`config.mk`:
```
export PLATFORM = sky130hd
export DESIGN_NAME = count_capture_flat
export DESIGN_NICKNAME = d
export VERILOG_FILES = /design/src/rtl/count_capture_if.sv /design/src/rtl/count_capture.sv /design/src/flat_wrapper.sv
export SDC_FILE = /design/constraint.sdc
export NUM_CORES = 1
export LEC_CHECK = 0
export CAP_MARGIN = 20
export CORE_UTILIZATION = 38
export DETAILED_ROUTE_END_ITERATION = 6
export PLACE_DENSITY = 0.69
export SYNTH_ARGS = -nofsm -noshare
export SYNTH_HDL_FRONTEND = slang
export SYNTH_SLANG_ARGS = --single-unit
export TNS_END_PERCENT = 10
```
`constraint.sdc`:
```
create_clock -name clk -period 2.25 [get_ports clk]
set_clock_uncertainty 0.05 [all_clocks]
set_input_delay 0.45 -clock clk [delete_from_list [all_inputs] [get_ports clk]]
set_output_delay 0.45 -clock clk [all_outputs]
set_load 0.005 [all_outputs]
```
`src/rtl/count_capture_if.sv`:
```
// -----------------------------------------------------------------------------
// count_capture_if
//   Bundles the trigger/counter inputs, the timestamp valid/ready stream and
//   the status outputs of count_capture into one interface.
//
//   Signals
//     en        capture enable (trigger edges ignored while low)
//     trig      event trigger, synchronous to clk
//     count_in  counter value to timestamp
//     out_data  head-of-FIFO timestamp
//     out_valid out_data valid (FIFO not empty)
//     out_ready consumer accepts out_data this cycle
//     level     number of stored entries, 0..DEPTH
//     overflow  sticky: an event was dropped while full
//     clr_ovf   synchronous clear of overflow
//
//   Modports
//     master    the side that drives triggers and consumes timestamps
//     slave     the count_capture block itself
// -----------------------------------------------------------------------------
interface count_capture_if #(
   parameter int DATA_WIDTH = 8,
   parameter int ADDR_WIDTH = 2
);
   logic                  en;
   logic                  trig;
   logic [DATA_WIDTH-1:0] count_in;
   logic [DATA_WIDTH-1:0] out_data;
   logic                  out_valid;
   logic                  out_ready;
   logic [ADDR_WIDTH:0]   level;
   logic                  overflow;
   logic                  clr_ovf;

   modport master (
      output en, trig, count_in, out_ready, clr_ovf,
      input  out_data, out_valid, level, overflow
   );

   modport slave (
      input  en, trig, count_in, out_ready, clr_ovf,
      output out_data, out_valid, level, overflow
   );
endinterface

```
`src/rtl/count_capture.sv`:
```
// -----------------------------------------------------------------------------
// count_capture
//   Timestamps qualified rising edges of a trigger with the current counter
//   value. Timestamps are queued in a small first-word fall-through FIFO and
//   offered on a valid/ready stream. Events arriving while the FIFO is full
//   (and nothing is leaving that cycle) are dropped and flagged by a sticky
//   overflow bit.
//
//   Ports
//     clk   in  system clock, all logic on posedge
//     rst   in  asynchronous, active-low reset (0 = reset)
//     bus   slave modport of count_capture_if (trigger inputs, timestamp
//           stream, level and overflow status)
//
//   Parameters
//     DATA_WIDTH  timestamp width
//     DEPTH       FIFO entries, power of 2, >= 2
//     ADDR_WIDTH  log2(DEPTH)
// -----------------------------------------------------------------------------
module count_capture #(
   parameter int DATA_WIDTH = 8,
   parameter int DEPTH      = 4,
   parameter int ADDR_WIDTH = 2
) (
   input  logic            clk,
   input  logic            rst,
   count_capture_if.slave  bus
);

   localparam logic [ADDR_WIDTH:0] FULL_LEVEL = (ADDR_WIDTH+1)'(DEPTH);
   localparam logic [ADDR_WIDTH:0] ONE_LEVEL  = (ADDR_WIDTH+1)'(1);

   logic                  r_trig_d;
   logic [ADDR_WIDTH-1:0] r_wr_ptr;
   logic [ADDR_WIDTH-1:0] r_rd_ptr;
   logic [ADDR_WIDTH:0]   r_level;
   logic                  r_overflow;

   logic                  w_event;
   logic                  w_pop;
   logic                  w_full;
   logic                  w_push;
   logic                  w_drop;
   logic [DATA_WIDTH-1:0] w_entries [DEPTH];

   // Rising edge of trig, qualified by en. The delayed copy tracks trig even
   // while en is low, so enabling during a held-high trigger yields no event.
   assign w_event = bus.en & bus.trig & ~r_trig_d;
   assign w_full  = (r_level == FULL_LEVEL);
   assign w_pop   = (r_level != '0) & bus.out_ready;
   // A pop in the same cycle frees the slot, so a full FIFO can still accept.
   assign w_push  = w_event & (~w_full | w_pop);
   assign w_drop  = w_event & w_full & ~w_pop;

   always_ff @(posedge clk or negedge rst) begin
      if (!rst) begin
         r_trig_d   <= 1'b0;
         r_wr_ptr   <= '0;
         r_rd_ptr   <= '0;
         r_level    <= '0;
         r_overflow <= 1'b0;
      end else begin
         r_trig_d <= bus.trig;

         if (w_push) begin
            r_wr_ptr <= r_wr_ptr + 1'b1;
         end
         if (w_pop) begin
            r_rd_ptr <= r_rd_ptr + 1'b1;
         end

         case ({w_push, w_pop})
            2'b10:   r_level <= r_level + ONE_LEVEL;
            2'b01:   r_level <= r_level - ONE_LEVEL;
            default: r_level <= r_level;
         endcase

         // A drop in the same cycle as a clear leaves the flag set.
         if (w_drop) begin
            r_overflow <= 1'b1;
         end else if (bus.clr_ovf) begin
            r_overflow <= 1'b0;
         end
      end
   end

   // Storage is cleared by reset so out_data reads 0 while empty after reset.
   generate
      for (genvar gi = 0; gi < DEPTH; gi++) begin : g_entry
         logic [DATA_WIDTH-1:0] r_entry;

         always_ff @(posedge clk or negedge rst) begin
            if (!rst) begin
               r_entry <= '0;
            end else if (w_push && (r_wr_ptr == ADDR_WIDTH'(gi))) begin
               r_entry <= bus.count_in;
            end
         end

         assign w_entries[gi] = r_entry;
      end
   endgenerate

   assign bus.out_data  = w_entries[r_rd_ptr];
   assign bus.out_valid = (r_level != '0);
   assign bus.level     = r_level;
   assign bus.overflow  = r_overflow;

endmodule

```
`src/flat_wrapper.sv`:
```
// flat-port wrapper written by rule: the top's interface ports become plain ports
module count_capture_flat 
#(
   parameter int DATA_WIDTH = 8,
   parameter int DEPTH      = 4,
   parameter int ADDR_WIDTH = 2
)
  (clk, rst, bus_en, bus_trig, bus_count_in, bus_out_ready, bus_clr_ovf, bus_out_data, bus_out_valid, bus_level, bus_overflow);
  count_capture_if #(.DATA_WIDTH(DATA_WIDTH), .ADDR_WIDTH(ADDR_WIDTH)) bus_i ();
  input  logic clk;
  input  logic rst;
  input wire logic [$bits(bus_i.en)-1:0] bus_en;
  input wire logic [$bits(bus_i.trig)-1:0] bus_trig;
  input wire logic [$bits(bus_i.count_in)-1:0] bus_count_in;
  input wire logic [$bits(bus_i.out_ready)-1:0] bus_out_ready;
  input wire logic [$bits(bus_i.clr_ovf)-1:0] bus_clr_ovf;
  output wire logic [$bits(bus_i.out_data)-1:0] bus_out_data;
  output wire logic [$bits(bus_i.out_valid)-1:0] bus_out_valid;
  output wire logic [$bits(bus_i.level)-1:0] bus_level;
  output wire logic [$bits(bus_i.overflow)-1:0] bus_overflow;
  assign bus_i.en = bus_en;
  assign bus_i.trig = bus_trig;
  assign bus_i.count_in = bus_count_in;
  assign bus_i.out_ready = bus_out_ready;
  assign bus_i.clr_ovf = bus_clr_ovf;
  assign bus_out_data = bus_i.out_data;
  assign bus_out_valid = bus_i.out_valid;
  assign bus_level = bus_i.level;
  assign bus_overflow = bus_i.overflow;
  count_capture #(.DATA_WIDTH(DATA_WIDTH), .DEPTH(DEPTH), .ADDR_WIDTH(ADDR_WIDTH)) u_core (.clk(clk), .rst(rst), .bus(bus_i));
endmodule
```
==> metrics, run 1 <==
fmax=433.3 MHz; Seq cells post-synth=41; initial antenna violation count=0; main combinational cell family by area after synthesis=multiplexers; Post-synth ARST share=100.0%; share of layout cells above drive strength 1=43.21%; Starting Density=40.00%; sequential share of the synthesized area=53.95%; Mapped Area=1902 sq um; M1 WL=1573 microns; Die Height=72.75 microns; Clock Power Share=18.5%; Routed WL=3593 microns; XOR/XNOR Fraction of Synth Area=2.763%; final hold viol count=0; vias per std cell=4.869; placed cells=220; htree depth=2; Setup crit end kind=primary output; Net Sw Frac=28.43%; DP HPWL=2514 microns; number of diodes=0; top cells by area, synth=dfrtp_1 (54%), mux2_2 (18%), mux4_2 (9.5%), nand3_4 (3.7%), ha_1 (3.3%); fin util=51.58%; drt pass-1 iters=4; P_leak=1.075 nW; Max transition margin=39.00%; Final Total Pwr=0.003360 W; final setup margin=-0.05771 ns; drc violations=0; RSZ-0062 raised after global routing=true; Synth area leader=dfrtp_1; final worst path period share=102.6%; Int Pwr=0.002405 W; GPL Wtd Cong=0.6889; Warnings, synthesis=0; placed instance area=2320 sq um; Post-Syn Nets=140; Post-synth top cells=dfrtp_1 (41), mux2_2 (30), mux4_2 (8); clk slew on worst S/H paths=0.08 ns; die area=5292 sq um; share of the synthesized area in the top cell type=53.95%; max incr delay on CP=0.52 ns; failing checks=negative setup slack; Synth Area in Adders=4.342%; Max-Cap Viols=0; Design Area, Final=2452 sq um; Syn Inst Count=120; maximum resistive drop on vdd=0.0007476 V; Worst path depth=3; mux cell area share after synthesis=28.95%; port buffer count=26; actual slew at the worst max-slew pin=0.9149 ns; Rows=25; slowest CP cell=mux4_2; Root Buffer Master=clkbuf_8; vias in the first global route=1191; Comb pwr share=43.0%; Buf+Inv Stages, Crit Path=2; Max Slew Vio Count=0; worst r2r path cells=9; core box area=4755 sq um; Largest delay share family, worst path=buffers and inverters; Ports=27; max layer used=met4; number of flops mapped to enable cells by yosys=0; most numerous cell in the Yosys netlist=dfrtp_1; DR WL met2=1846 microns; drt initial violations=34; Layout Cells excl Fill=229; Synth Flop Type=dfrtp_1; crit-path cells=buf_4 > mux4_2 > clkdlybuf4s50_1; Synth cell types=25; Worst EP arrival=1.81 ns; switching pwr=0.0009554 W; Compound-Gate Fraction of Synth Area=0.9868%; largest net degree at the start of global routing=42; Die Wd=72.75 microns; first-pass GRT wire length=5823 microns; grt total ovfl=0; sequential cell fraction of total power=38.5%; drt wl/cell=15.69 microns; Setup Viol. Count Final=6; TritonCTS Buffers=5; Req. time, crit path=1.75 ns; PwrDens=1370 nW/um^2; Mean Syn Cell Area=15.85 sq um; hold_ws=0.2393 ns; Worst-Skew Late Latency=0.29 ns; status=complete, but fails checks; crit-path max FO=5; worst hold path class=in -> async; final net count=181; routed length on met3=136 microns; CTS tree=yes; Tmin final=2.308 ns; P&R area growth vs syn=28.95%; simple-gate share of the synthesized area=6.316%; startpoint type of the worst setup path=flop; Routed Antenna Nets=0; Vias=1115; Crit Path Class=reg -> out; clk sinks=41; Filler cells=409; Max Root-Sink Buffers=2; Tot GR Track Use=15.20%
-- cells in the final DEF (no fill, tap or decap), types with 3 or more instances in the layout --
cell type / synthesis / layout
buf_4: 0 / 12
clkbuf_8: 0 / 6
clkdlybuf4s50_1: 0 / 22
dfrtp_1: 41 / 40
ha_1: 5 / 4
inv_1: 7 / 5
mux2_2: 30 / 30
mux4_2: 8 / 8
nand3_4: 4 / 4
xnor2_1: 3 / 3
xor2_1: 3 / 3
-- worst register-to-register path, cell delays in order, from the launching register on --
cell and delay [ns]:
dfrtp_1 0.38, or4b_4 0.54, and2_4 0.18, inv_2 0.06, ha_4 0.13, inv_2 0.04, fa_2 0.35, xor2_1 0.15
nor2_1 0.12, xor2_1 0.14
-- what timing repair did --
action / 4_1_cts / 5_1_grt
hold buffers: 0 / 0
setup endpoints to repair: 10 / 9
buffers inserted: 1 / 0
gates resized for setup: 2 / 2
pin swaps: 4 / 0
-- area by class of cell --
class                      count  area (sq um)  share of cell area (%)
multi-input combinational     68         845.8                   34.49
clock inverter                 2         37.54                   1.531
timing repair buffer          38         349.1                   14.23
sequential                    41          1027                   41.89
clock buffer                   6         82.58                   3.367
inverter                       7         26.28                   1.071
tap                           67         83.83                   3.418
-- power by group through the flow --
stage	registers (W)	logic [W]	clock network, W
CTS	0.00129	0.00148	0.000632
finish	0.00129	0.00145	0.000620
floorplan	0.00123	0.000873	0
detailed placement	0.00131	0.00146	0
global placement	0.00126	0.00141	0
global route	0.00133	0.00157	0.000655
-- final timing paths --
check                                        startpoint                            to  slack, ns
min in group clk           u_core.g_entry[2].r_entry[0]  u_core.g_entry[2].r_entry[0]       0.45
max in group asynchronous                           rst            u_core.r_rd_ptr[1]       1.29
min                                                 rst  u_core.g_entry[1].r_entry[0]       0.24
max                                  u_core.r_rd_ptr[0]               bus_out_data[7]      -0.06
min reg2reg                u_core.g_entry[2].r_entry[0]  u_core.g_entry[2].r_entry[0]       0.45
max reg2reg                         u_core.bus.level[0]           u_core.bus.level[2]       0.05
-- per-layer routing --
layer	GRT usage (%)	vias to the layer above
met3	3.729	5
li1	-	513
met1	18.75	570
met4	5.664	0
met5	0	-
met2	25.86	27
-- registers in the layout, indices dropped and copies added (netlist names) --
| name | flops |
|---|---|
| u_core.bus.overflow | 1 |
| u_core.g_entry.r_entry | 32 |
| u_core.r_trig_d | 1 |
| u_core.r_rd_ptr | 2 |
| u_core.r_wr_ptr | 2 |
| u_core.bus.level | 3 |
-- logic make-up after synthesis --
| family | after synthesis |
|---|---|
| mux | 41 |
| flops | 41 |
| simple gates | 12 |
| buf+inv | 11 |
| xor+xnor | 6 |
| fa+ha+maj | 6 |
| compound gates | 3 |
-- stage by stage --
stage | TNS, ns | worst slack (ns)
after floorplan | -0.1109 | -0.1109
after global placement | -2.050 | -0.4064
after detailed placement | -3.252 | -0.4763
after CTS | -0.3051 | -0.07479
after global routing | -0.7322 | -0.1301
final | -0.2031 | -0.05771
(Power assumes the default switching activity.)
==> inputs of run 2 (changes only) <==
--- a/config.mk
+++ b/config.mk
@@ -9,6 +9,7 @@
 export CORE_UTILIZATION = 38
 export DETAILED_ROUTE_END_ITERATION = 6
 export PLACE_DENSITY = 0.69
+export SLEW_MARGIN = 20
 export SYNTH_ARGS = -nofsm -noshare
 export SYNTH_HDL_FRONTEND = slang
 export SYNTH_SLANG_ARGS = --single-unit
==> results of run 2 <==
The final DEF is identical to that of run 1; final timing and power are the same.
==> RTL change 1 (settings of run 2) <==
Reset style: synchronous (`rst`), changed in 2 clocked blocks. Comments in the files are not updated.
--- a/src/rtl/count_capture.sv
+++ b/src/rtl/count_capture.sv
@@ -54,3 +54,3 @@
 
-   always_ff @(posedge clk or negedge rst) begin
+   always_ff @(posedge clk) begin
       if (!rst) begin
@@ -91,3 +91,3 @@
 
-         always_ff @(posedge clk or negedge rst) begin
+         always_ff @(posedge clk) begin
             if (!rst) begin
Behaviour: differs if rst is asserted again (counterexample within 4 cycles, from zero or initial values and one cycle with rst low); with rst held inactive, the same outputs for 10 cycles.
==> RTL change 1 against run 2 <==
- the run still ends with negative setup slack left
- hold slack improved by 170 ps
- sequential cell count did not move
- synthesized area fell by 0.46%
- highest routed layer unchanged
- final area rose by 1.0%
- wire length rose by 0.45%
- count of clock-buffer cells in the layout did not move
- setup slack got worse by 29 ps
- largest cell class is now multi-input gates
- global-route usage rose by 0.077 points
- maximum frequency fell by 1.2%
Power is not compared: it rests on default switching activity, and its combinational part moved more than twofold at a synthesized area within 25%.
==> RTL change 1: results <==
set metrics [dict create \
    maxSlewHeadroom_pct 72.0 \
    met3_wire_length_um 113 \
    routabilityCongestion 0.767 \
    wirelength_met1_um 1610 \
    r2r_setup_slk_ps -50 \
    routed-wl-met2_um 1840 \
    timing.final.setup_violations 1 \
    syn-num-nets 196 \
    global_route.usage.total_pct 15.3 \
    r2r_path_start "u_core.bus.level[0]" \
    top_area_cells_in_the_synthesized_netlist "sky130_fd_sc_hd__dfxtp_1 (43%), sky130_fd_sc_hd__mux2i_1 (17%), sky130_fd_sc_hd__mux4_2 (9.5%), sky130_fd_sc_hd__nand2_1 (8.7%), sky130_fd_sc_hd__nand3_4 (3.7%)" \
    ys_types 26 \
    crit_family "simple AND/OR/NAND/NOR gates" \
    synth_seq_area_share_pct 43.4 \
    result_of_the_run "finished, violations left" \
    slowest_stage "sky130_fd_sc_hd__or4b_4" \
    critical_path.reg2reg.endpoint "u_core.bus.level[2]" \
    detail_route.wl_per_cell_um 12.8 \
    worst_setup_path_endpoint "u_core.bus.level[2]" \
    yosys-top-cells-count "sky130_fd_sc_hd__nand2_1 (44), sky130_fd_sc_hd__dfxtp_1 (41), sky130_fd_sc_hd__mux2i_1 (33), sky130_fd_sc_hd__mux4_2 (8)" \
    worst_path_largest_cell_delay_ps 480 \
    met2_usage_pct 26.2 \
    worst_slack_ps -86.4 \
    fin_worst_hold_slack_ps 409 \
    layout_cell_share_with_drive_strength_beyond_1_pct 20.4 \
    via_count_of_the_first_global_routing_pass 1346 \
    violations_in_the_final_reports "negative setup slack" \
    critical_path_peak_fanout 2 \
    worst_setup_path_startpoint "bus_out_ready" \
    finalSetupTns_ps -86.4 \
    grt_util_met1_pct 18.4 \
    grt_max_degree 52 \
    synth_async_reset_ratio_pct 0 \
]
[RTL change 1: changes by cell type after synthesis, sizes merged, moves of 2 or more]
cell | before | now
nand2 | 1 | 44
mux2i | 1 | 33
and2 | 1 | 5
clkbuf | 1 | 6
mux2 | 32 | 0
xor2 | 3 | 1
dfrtp | 41 | 0
a21boi | 0 | 2
dfxtp | 0 | 41
[RTL change 1: through the flow]
stage	setup WS (ps)	util, %	total power, mW	cells	instance area, um2
3_3_place_gp	-517	49.2	1.36	275	2340
5_1_grt	-152	52.1	2.07	283	2480
2_1_floorplan	-223	-	1.12	176	1920
3_5_place_dp	-577	49.2	1.37	275	2340
6_report	-86.4	52.1	1.97	283	2480
4_1_cts	-96.5	51.9	1.99	283	2470
[RTL change 1: layout make-up]
| cell class | instances | area [um2] |
|---|---|---|
| Multi-Input combinational cell | 119 | 1020 |
| Timing Repair Buffer | 42 | 405 |
| Tap cell | 67 | 83.8 |
| Sequential cell | 41 | 826 |
| Clock buffer | 6 | 82.6 |
| Clock inverter | 2 | 37.5 |
| Inverter | 6 | 22.5 |
| Fill cell | 446 | 2280 |
[RTL change 1: worst min-delay path, stage by stage, from the launching register on]
cell and delay, ps:
sky130_fd_sc_hd__dfxtp_1 310, sky130_fd_sc_hd__nand2_1 50, sky130_fd_sc_hd__mux2i_1 50
[RTL change 1: kinds of logic after synthesis]
| kind of cell | share of synthesized area [%] |
|---|---|
| AO/OA/AOI/OAI | 2.51 |
| XOR/XNOR | 1.85 |
| adder cells (fa/ha/maj) | 4.36 |
| buffers and inverters | 3.77 |
| flip-flops | 43.4 |
| multiplexers | 27.0 |
| AND/OR/NAND/NOR | 17.2 |
==> RTL change 2 (config.mk and constraints of run 2) <==
Made on the original files. `ADDR_WIDTH` is set to 2 in 3 places; all go to 1.
--- a/src/rtl/count_capture_if.sv
+++ b/src/rtl/count_capture_if.sv
@@ -22,3 +22,3 @@
    parameter int DATA_WIDTH = 8,
-   parameter int ADDR_WIDTH = 2
+   parameter int ADDR_WIDTH = 1
 );
--- a/src/rtl/count_capture.sv
+++ b/src/rtl/count_capture.sv
@@ -22,3 +22,3 @@
    parameter int DEPTH      = 4,
-   parameter int ADDR_WIDTH = 2
+   parameter int ADDR_WIDTH = 1
 ) (
--- a/src/flat_wrapper.sv
+++ b/src/flat_wrapper.sv
@@ -5,3 +5,3 @@
    parameter int DEPTH      = 4,
-   parameter int ADDR_WIDTH = 2
+   parameter int ADDR_WIDTH = 1
 )
Ports: changed (resized bus_level); port bits go from 27 to 26. The function was not compared with the original's and may differ.
==> RTL change 2 against run 2 <==
- maximum frequency grew 8.0%
- non-clock buffer count shrank 11
- synthesized area shrank 49%
- global-route usage grew 0.28 points
- sequential cell count shrank 19
- final area shrank 46%
- power shrank 77%
- setup slack gained 170 ps
- wire length shrank 55%
==> RTL change 2: results <==
set metrics [dict create \
    via_count_of_the_first_global_routing_pass 671 \
    post_synth_inst_count 63 \
    design.die.area_um2 2760 \
    met2_usage_pct 25.5 \
    placement.io_buffers 25 \
    clkTransAtPathRegs_ps 120 \
    ys_warn_count 0 \
    final.fill_count 194 \
    area_share_clock_buf_inv_pct 3.97 \
    routabilityCongestion 0.692 \
    syn-num-nets 78 \
    detail_route.iter0.violations 4 \
    seq-cell-share_pct 41.7 \
    synth_seq_area_share_pct 56.6 \
    top_area_cells_in_the_synthesized_netlist "sky130_fd_sc_hd__dfrtp_1 (57%), sky130_fd_sc_hd__mux2_2 (28%), sky130_fd_sc_hd__xnor2_1 (2.7%), sky130_fd_sc_hd__nand3b_4 (2.1%), sky130_fd_sc_hd__nor3b_4 (1.9%)" \
    bufAreaShareNonClock_pct 20.1 \
    layout.nets 109 \
    result_of_the_run "finished, final reports clean" \
    vdd_ir_drop_max_v 0.000341 \
    globalRouteMet3Util_pct 2.61 \
    post_cts_resized 1 \
    drt-total-wl_um 1630 \
    power_leakage_nw 0.635 \
    num-nonclk-buffers 27 \
    clock-root-buffer "sky130_fd_sc_hd__clkbuf_4" \
    worst_margin_slew_ps 468 \
    global_route.usage.total_pct 15.5 \
    cts-buffers-inserted 3 \
    layout_cell_share_with_drive_strength_beyond_1_pct 37.6 \
    drt_first_pass_iters 3 \
    grt_max_degree 23 \
    yosys-top-cells-count "sky130_fd_sc_hd__mux2_2 (24), sky130_fd_sc_hd__dfrtp_1 (22), sky130_fd_sc_hd__xnor2_1 (3), sky130_fd_sc_hd__inv_1 (2), sky130_fd_sc_hd__xor2_1 (2)" \
    multi_input_gates 38 \
    via_per_inst 4.98 \
    largest_register_ffs 16 \
    worst_setup_path_startpoint "u_core.r_rd_ptr" \
    ctsLongestPathBuffers 2 \
    nonClockInverterCount 2 \
    dp_hpwl_um 1180 \
    ys_types 15 \
    wire_length_of_the_first_global_routing_pass_um 2970 \
    reg2regPathDepth 6 \
    cts_max_level 1 \
    post-cts-setup-buffers 0 \
    critical_path_peak_fanout 9 \
]
RTL change 2: worst paths after layout:
| check | endpoint | slack, ps |
|---|---|---|
| setup / recovery | bus_out_data[2] | 110 |
| hold / removal | u_core.bus.overflow | 420 |
| setup reg to reg | u_core.bus.level[1] | 510 |
| hold reg to reg | u_core.g_entry[1].r_entry[0] | 470 |
| max in group asynchronous | u_core.r_rd_ptr | 1490 |
| min in group clk | u_core.g_entry[1].r_entry[0] | 470 |
RTL change 2: power breakdown:
group	internal, mW	switching [mW]	total (mW)	leakage, nW
Sequential	0.403	0.00339	0.406	0.298
Clock	0.180	0.121	0.301	0.0279
Combinational	0.0425	0.0210	0.0635	0.309
RTL change 2: critical path, stage by stage, from the launching register on:
cell                              delay (ps)
sky130_fd_sc_hd__dfrtp_2                 510
sky130_fd_sc_hd__mux2_2                  360
sky130_fd_sc_hd__clkdlybuf4s50_1         450
RTL change 2: routing by layer:
metal | share of wire (%) | wire (um)
met5 | 0 | 0
met4 | 1.7 | 27
met3 | 2.1 | 34
met2 | 54 | 887
met1 | 42 | 679
RTL change 2: kinds of logic (layout without fill, tap and decap cells):
family	Yosys count	after routing	synth area share, %
AO/OA/AOI/OAI	1	1	0.644
flip-flops	22	22	56.6
AND/OR/NAND/NOR	7	7	7.98
adder cells (fa/ha/maj)	1	1	1.29
XOR/XNOR	5	5	4.51
multiplexers	24	24	27.8
buffers and inverters	3	33	1.16
RTL change 2: through the flow:
| stage | util, % | hold slack, ps | setup slack [ps] |
|---|---|---|---|
| floorplan | - | 104 | 582 |
| global placement | 54.7 | 433 | 185 |
| detailed placement | 54.7 | 444 | 182 |
| CTS | 57.0 | 418 | 77.3 |
| global route | 57.0 | 432 | 12.6 |
| finish | 57.0 | 423 | 114 |
